### config.mk
export PLATFORM = sky130hd
export DESIGN_NAME = neuron_sweep_ctrl
export DESIGN_NICKNAME = d
export VERILOG_FILES = /design/src/rtl/neuron_sweep_ctrl.sv
export SDC_FILE = /design/constraint.sdc
export NUM_CORES = 1
export LEC_CHECK = 0
export ABC_AREA = 1
export CAP_MARGIN = 20
export CORE_MARGIN = 4
export CORE_UTILIZATION = 58
export DETAILED_ROUTE_END_ITERATION = 7
export PLACE_DENSITY = 0.89
export SLEW_MARGIN = 20
export SYNTH_ARGS = -nofsm -noshare
export SYNTH_HDL_FRONTEND = slang
export SYNTH_SLANG_ARGS = --single-unit
### constraint.sdc
create_clock -name clk -period 4.9 [get_ports clk]
set_input_delay 0.98 -clock clk [delete_from_list [all_inputs] [get_ports clk]]
set_output_delay 0.98 -clock clk [all_outputs]
set_load 0.005 [all_outputs]
### src/rtl/neuron_sweep_ctrl.sv
// neuron_sweep_ctrl: drives a 2-input McCulloch-Pitts neuron through every
// x/y combination for one threshold (or all four), samples fire after a
// programmable settle time, builds truth tables and classifies the gate.
module neuron_sweep_ctrl #(
    parameter int SETTLE_CYCLES = 1,
    parameter int TH_W          = 2
) (
    input  logic            clk,
    input  logic            rst_n,
    input  logic            start,
    input  logic            sweep_all,
    input  logic [TH_W-1:0] th_sel,
    output logic            x,
    output logic            y,
    output logic [TH_W-1:0] Threshold,
    input  logic            fire,
    output logic            busy,
    output logic            done,
    output logic [3:0]      truth,
    output logic [15:0]     tt_all,
    output logic [2:0]      gate_id
);

    typedef enum logic [1:0] {
        S_IDLE = 2'd0,
        S_RUN  = 2'd1,
        S_DONE = 2'd2
    } state_t;

    localparam logic [3:0] SETTLE_LAST = 4'(SETTLE_CYCLES);

    localparam logic [2:0] GID_ZERO  = 3'd0;
    localparam logic [2:0] GID_AND   = 3'd1;
    localparam logic [2:0] GID_OR    = 3'd2;
    localparam logic [2:0] GID_ONE   = 3'd3;
    localparam logic [2:0] GID_XOR   = 3'd4;
    localparam logic [2:0] GID_OTHER = 3'd7;

    state_t          state_q, state_d;
    logic            sweep_q, sweep_d;
    logic [TH_W-1:0] sel_q, sel_d;
    logic [1:0]      k_q, k_d;
    logic [TH_W-1:0] t_q, t_d;
    logic [3:0]      cnt_q, cnt_d;
    logic            x_q, x_d;
    logic            y_q, y_d;
    logic [TH_W-1:0] th_q, th_d;
    logic            busy_q, busy_d;
    logic            done_q, done_d;
    logic [3:0]      truth_q, truth_d;
    logic [15:0]     tt_q, tt_d;
    logic [2:0]      gid_q, gid_d;

    // Working signals for the sample edge
    logic            last_combo;
    logic [1:0]      k_nxt;
    logic [TH_W-1:0] t_nxt;
    logic [3:0]      tt_idx;

    // Map a 4-entry truth table (bit k = fire for x=k[1], y=k[0]) to a gate code
    function automatic logic [2:0] classify(input logic [3:0] tt);
        logic [2:0] code;
        case (tt)
            4'b0000: code = GID_ZERO;
            4'b1000: code = GID_AND;
            4'b1110: code = GID_OR;
            4'b1111: code = GID_ONE;
            4'b0110: code = GID_XOR;
            default: code = GID_OTHER;
        endcase
        return code;
    endfunction

    // State and output registers; reset aborts any run without a done pulse
    always_ff @(posedge clk or negedge rst_n) begin
        if (!rst_n) begin
            state_q <= S_IDLE;
            sweep_q <= 1'b0;
            sel_q   <= '0;
            k_q     <= 2'd0;
            t_q     <= '0;
            cnt_q   <= 4'd0;
            x_q     <= 1'b0;
            y_q     <= 1'b0;
            th_q    <= '0;
            busy_q  <= 1'b0;
            done_q  <= 1'b0;
            truth_q <= 4'd0;
            tt_q    <= 16'd0;
            gid_q   <= 3'd0;
        end else begin
            state_q <= state_d;
            sweep_q <= sweep_d;
            sel_q   <= sel_d;
            k_q     <= k_d;
            t_q     <= t_d;
            cnt_q   <= cnt_d;
            x_q     <= x_d;
            y_q     <= y_d;
            th_q    <= th_d;
            busy_q  <= busy_d;
            done_q  <= done_d;
            truth_q <= truth_d;
            tt_q    <= tt_d;
            gid_q   <= gid_d;
        end
    end

    // Next-state logic: accept start, step through combos, finalise results
    always_comb begin
        state_d = state_q;
        sweep_d = sweep_q;
        sel_d   = sel_q;
        k_d     = k_q;
        t_d     = t_q;
        cnt_d   = cnt_q;
        x_d     = x_q;
        y_d     = y_q;
        th_d    = th_q;
        busy_d  = busy_q;
        done_d  = 1'b0;
        truth_d = truth_q;
        tt_d    = tt_q;
        gid_d   = gid_q;

        // Terminal test is explicit so the threshold counter may wrap freely
        last_combo = (k_q == 2'd3) && (!sweep_q || (t_q == TH_W'(3)));
        k_nxt      = k_q + 2'd1;
        t_nxt      = (k_q == 2'd3) ? (t_q + TH_W'(1)) : t_q;
        tt_idx     = {t_q, k_q};

        case (state_q)
            S_IDLE: begin
                x_d    = 1'b0;
                y_d    = 1'b0;
                th_d   = '0;
                busy_d = 1'b0;
                if (start) begin
                    sweep_d = sweep_all;
                    sel_d   = th_sel;
                    tt_d    = 16'd0;
                    truth_d = 4'd0;
                    gid_d   = 3'd0;
                    k_d     = 2'd0;
                    cnt_d   = 4'd0;
                    t_d     = sweep_all ? '0 : th_sel;
                    th_d    = sweep_all ? '0 : th_sel;
                    busy_d  = 1'b1;
                    state_d = S_RUN;
                end
            end

            S_RUN: begin
                if (cnt_q == SETTLE_LAST) begin
                    // Last edge of the hold window: capture fire, move on
                    tt_d[tt_idx] = fire;
                    cnt_d        = 4'd0;
                    if (last_combo) begin
                        state_d = S_DONE;
                        busy_d  = 1'b0;
                        done_d  = 1'b1;
                        truth_d = tt_d[{sel_q, 2'b00} +: 4];
                        gid_d   = classify(tt_d[{sel_q, 2'b00} +: 4]);
                        x_d     = 1'b0;
                        y_d     = 1'b0;
                        th_d    = '0;
                    end else begin
                        k_d  = k_nxt;
                        t_d  = t_nxt;
                        x_d  = k_nxt[1];
                        y_d  = k_nxt[0];
                        th_d = t_nxt;
                    end
                end else begin
                    cnt_d = cnt_q + 4'd1;
                end
            end

            S_DONE: begin
                state_d = S_IDLE;
            end

            default: begin
                state_d = S_IDLE;
                busy_d  = 1'b0;
            end
        endcase
    end

    assign x         = x_q;
    assign y         = y_q;
    assign Threshold = th_q;
    assign busy      = busy_q;
    assign done      = done_q;
    assign truth     = truth_q;
    assign tt_all    = tt_q;
    assign gate_id   = gid_q;

endmodule

Yosys cells after proc, flatten, opt, wreduce, memory -nomap -nowiden
Cells that the tools add are included.
{"block": "totals", "register_bits": 42, "out_inout_bits": 29, "inputBits": 7, "wordCells": 97}
{"block": "op_classes", "n_bitwise": 1, "addsub": 3, "order_cmp": 2, "n_shift": 1, "reduce_logical": 15, "mux": 48, "eq_ne": 13}
{"operator": "16-bit 2-to-1 mux", "count": 2}
{"operator": "16-bit case mux with 2 select lines", "count": 1}
{"operator": "2-bit 2-to-1 mux", "count": 14}
{"operator": "16-bit bitwise mux", "count": 1}
{"operator": "4-bit 2-to-1 mux", "count": 4}
{"operator": "2-bit case mux with 2 select lines", "count": 4}
{"operator": "4-bit case mux with 2 select lines", "count": 2}
{"operator": "16-bit by 5-bit indexed part select with 4-bit output", "count": 1}
{"operator": "3-bit case mux with 5 select lines", "count": 1}
{"operator": "4-bit equality test, second input constant", "count": 3}
{"operator": "1-bit 2-to-1 mux", "count": 11}
{"operator": "3-bit 2-to-1 mux", "count": 3}
{"operator": "3-bit AND reduction", "count": 3}
{"operator": "2-bit != test, second input constant", "count": 4}
{"operator": "4-bit AND reduction", "count": 2}
{"operator": "2-bit equality test, second input constant", "count": 3}
{"operator": "3-bit case mux with 2 select lines", "count": 1}
{"operator": "2-bit AND reduction", "count": 3}
{"operator": "4-bit by 5-bit less-than comparator with 1-bit output, second input constant", "count": 1}
{"operator": "2-bit by 1-bit adder with 2-bit output, second input constant", "count": 2}
{"operator": "4-bit by 1-bit adder with 4-bit output, second input constant", "count": 1}
{"operator": "1-bit demux with 4-bit select", "count": 1}
{"operator": "4-bit by 1-bit equality test with 1-bit output, second input constant", "count": 1}
{"operator": "4-bit by 3-bit equality test with 1-bit output, second input constant", "count": 1}
{"operator": "other kinds (11)", "count": 13}

Depth between registers and ports, before layout
{"block": "depth", "depth_word": 11, "depth_mapped": 14, "ltp_nobuf": 13}

Worst setup path before layout
OpenSTA, ideal clock, no wires.
{"block": "synth_path", "path_type": "input to register", "start": "input fire", "end": "register gid_q[0] (netlist: gate_id[0])", "arrival_time_ns": 1.920, "required_time_ns": 4.783, "slack_ns": 2.864, "path_buffers": 2, "setup_time_ns": 0.117, "cell_stages": 10, "cell_sequence": "buf_2 buf_2 o21ai_1 nand2_1 nand3_1 nand2_1 a21oi_1 nand2_1 nand2_1 nand2_1"}
{"block": "synth_between", "elab_chain_len": 7, "elab_cells_between_ends": 11, "cone_classes": "4 x eq/ne; 1 x shift; 5 x mux; 1 x reduce/logical"}
{"item": "from (decl)", "line": "16", "source": "input logic fire,"}
{"item": "16-bit bitwise mux *", "line": "156", "source": "tt_d[tt_idx] = fire;"}
{"item": "16-bit by 5-bit indexed part select with 4-bit output *", "line": "163", "source": "gid_d = classify(tt_d[{sel_q, 2'b00} +: 4]);"}
{"item": "4-bit by 3-bit equality test with 1-bit output, or another cell as far along", "line": "63", "source": "case (tt)"}
{"item": "3-bit case mux with 5 select lines *", "line": "63"}
{"item": "3-bit 2-to-1 mux *", "line": "158", "source": "if (last_combo) begin"}
{"item": "3-bit 2-to-1 mux *", "line": "154", "source": "if (cnt_q == SETTLE_LAST) begin"}
{"item": "3-bit case mux with 2 select lines *", "line": "132", "source": "case (state_q)"}
{"item": "to (signal assigned)", "line": "105", "source": "gid_q <= gid_d;"}
{"item": "to (decl)", "line": "52", "source": "logic [2:0] gid_q, gid_d;"}
Every way passes the cells marked *; elsewhere a longest branch is shown, timed or not. The select of a mux whose other input is x is not followed.
A chain may end at the register's enable or synchronous reset.

Final worst setup path
Ends and elaborated chain as after synthesis.

==> metrics.md <==
| Metric | Value |
|---|---|
| Status | `finished clean` |
| CP endpoint kind | `flop` |
| Postcts setup bufs | `0` |
| Skew-Pair Late Insertion Delay | `0.29 ns` |
| PwrDens | `646 nW/um^2` |
| Critical path's most frequent cell | `nand2_1` |
| CTS buffer count | `5` |
| WP buf/inv | `1` |
| Top cell type's share of synthesized area | `43.0%` |
| Clk_skew | `0.00432 ns` |
| Maximum VDD drop | `0.395 mV` |
| Avg Vias per Cell | `5.48` |
| Fin Setup TNS | `0 ns` |
| Area grow syn2layout | `18.5%` |
| Initial antenna violation count | `0` |
| Slew HR | `39.9%` |
| Synth Instances | `321` |
| Die Ht | `72.9 um` |
| Largest net degree at the start of global routing | `43` |
| Tcrit/Tclk final | `51.7%` |
| Post-synthesis compound-gate area fraction | `11.4%` |
| Drt wl/cell | `13.8 um` |
| Endpoints failing setup | `0` |
| Simple-Gate Fraction of Synth Area | `31.6%` |
| Worst-path clk slew | `0.07 ns` |
| I/O pin count | `36` |
| Worst Path Required | `5.09 ns` |
| Longest Clk Path Bufs | `2` |
| Min Tclk post-route | `2.53 ns` |
| Root buffer cell | `clkbuf_8` |
| WL final | `5560 um` |
| Cell Chain, Critical Path | `clkdlybuf4s50_1, nand3_1, nand3_1, nand2_1, nand2_1, nand2_1, a21oi_1, nand2_1, nand2_1, nand2_1` |
| Most frequent cells in the layout | `nand2_1 (132), dfrtp_1 (42), nand3_1 (40), clkdlybuf4s50_1 (34)` |
| Yosys top cell by area | `dfrtp_1` |
| Vias in the first global route | `2025` |
| Worst Hold Class | `reg2reg` |
| Worst EP arrival | `2.72 ns` |
| Hold_buf cts | `0` |
| CTS H-Tree Depth | `2` |
| Max Cap Viol | `0` |
| RSZ-0062 raised after global routing | `false` |
| Post-Synthesis Cell Area | `2440 um^2` |
| Gpl congestion | `0.973` |
| Ratio of cells with drive above 1 in the final layout | `6.23%` |
| Die Wd | `72.9 um` |
| ANT nets after route | `0` |
| Slowest-stage cell, CP | `clkdlybuf4s50_1` |
| Initial DRC count | `255` |
| Port buffer count | `35` |
| Gr usage total | `22.9%` |
| Final Core Density | `71.9%` |
| Fin worst setup slack | `2.37 ns` |
| Final net count | `373` |
| DR vias | `2208` |
| Syn avg cell area | `7.62 um^2` |
| Top cells by area, synth | `dfrtp_1 (43%), nand2_1 (20%), nand3_1 (8.2%)` |
| Sequential share of the synthesized area | `43.0%` |
| GRT overflow | `0` |
| Max Freq | `0.395 GHz` |
| Core ar. | `4030 um^2` |
| Mux cell area share after synthesis | `0%` |
| Dpl hpwl | `3990 um` |
| Layout filler cell count | `349` |
| Least-Margin Pin Slew | `0.901 ns` |
| Critical path's largest stage delay | `0.80 ns` |
| Most common cell after layout, fill and taps aside | `nand2_1` |
| Netlist cell types | `26` |
| CTS tree | `yes` |
| Post-CTS sizing | `0` |
| Place WS | `2.13 ns` |
| DRC viols | `0` |
| Flops & latches, synth | `42` |
| Initial Util | `60.7%` |
| Final hold violation count | `0` |
| Critical path's top delay family | `buffers and inverters` |
| Fin. max-slew vios | `0` |
| Post-Synth XOR/XNOR Area | `0.716%` |
| Cell Rows | `23` |
| First-pass GRT wire length | `9430 um` |
| CTS sink cnt | `42` |
| Worst-path fanout max | `16` |
| Setup CP Type | `in2reg` |
| Setup crit start kind | `input port` |
| Diode count | `0` |
| Die Area | `5320 um^2` |
| Pre-antenna DRT Iters | `5` |
| Post-Synth Adder-Cell Area | `7.16%` |
| Yosys warnings | `0` |
| Static leakage | `1.40 nW` |
| Syn Nets | `342` |
| Largest family of logic cells by synthesized area | `simple AND/OR/NAND/NOR gates` |
-- registers in the layout, indices dropped and copies added, names as in the netlist --
| signal | cells |
|---|---|
| tt_all | 16 |
| state_q | 2 |
| x | 1 |
| sel_q | 2 |
| cnt_q | 4 |
| done | 1 |
| y | 1 |
| t_q | 2 |
| k_q | 2 |
| truth | 4 |
| busy | 1 |
| Threshold | 2 |
| sweep_q | 1 |
| gate_id | 3 |
-- kinds of logic (layout without fill, tap and decap cells) --
family                     after synthesis  after routing
and+or+nand+nor                        185            185
AOI/OAI and AO/OA                       44             44
DFF                                     42             42
buffers and inverters                   34             66
adders and majority gates               14             14
xor gates and xnor gates                 2              2
-- worst min-delay path, stage by stage (launching register included) --
cell,delay [ns]
dfrtp_1,0.35
nand2_1,0.05
nand2_1,0.05
-- through the flow --
| step | hold WS [ns] | cells | cell area [um^2] | power [mW] |
|---|---|---|---|---|
| after floorplan | 0.465 | 321 | 2440 | 1.25 |
| after global placement | 0.464 | 395 | 2790 | 1.56 |
| after detailed placement | 0.463 | 395 | 2790 | 1.59 |
| after CTS | 0.487 | 403 | 2900 | 1.87 |
| after global routing | 0.513 | 403 | 2900 | 2.03 |
| final | 0.483 | 403 | 2900 | 1.87 |
-- metal layers --
metal	routed length [um]	vias to the layer above	track usage, %
li1	-	1100	-
met1	2490	1018	30.1
met2	2610	77	37.1
met3	342	13	5.23
met4	114	0	8.40
met5	0	-	0
-- final timing paths --
path | startpoint | endpoint | slack [ns] | cells after the start
setup reg to reg | state_q[0]$_DFFE_PN0P_ | t_q[1]$_DFFE_PN0P_ | 2.78 | 9
hold reg to reg | truth[0]$_DFFE_PN0P_ | truth[0]$_DFFE_PN0P_ | 0.48 | 2
min in group asynchronous | rst_n | tt_all[9]$_DFFE_PN0P_ | 0.81 | 1
max in group asynchronous | rst_n | truth[3]$_DFFE_PN0P_ | 3.52 | 1
setup / recovery | fire | gate_id[0]$_DFFE_PN0P_ | 2.37 | 10
hold / removal | truth[0]$_DFFE_PN0P_ | truth[0]$_DFFE_PN0P_ | 0.48 | 2
-- area by class of cell --
cell class / count / area [um^2] / share of cell area, %
multi-input combinational: 245 / 1240 / 42.9
inverter: 23 / 87.6 / 3.02
tap: 50 / 62.6 / 2.16
clock buffer: 7 / 76.3 / 2.63
timing repair buffer: 35 / 345 / 11.9
clock inverter: 1 / 30.0 / 1.04
sequential: 42 / 1050 / 36.3
-- synthesized netlist by cell type, drive strengths merged --
library cell / number
xor2: 1
o21ai: 21
a21oi: 17
ha: 14
inv: 20
clkbuf: 1
dfrtp: 42
o22ai: 2
nand2: 134
xnor2: 1
clkinv: 3
buf: 10
and2: 2
o31ai: 4
nor2: 9
nand3: 40
-- power by group --
group	switching, mW	internal [mW]
registers	0.124	0.487
logic	0.574	0.419
clock network	0.115	0.152
Power figures use the tool's default switching activity.
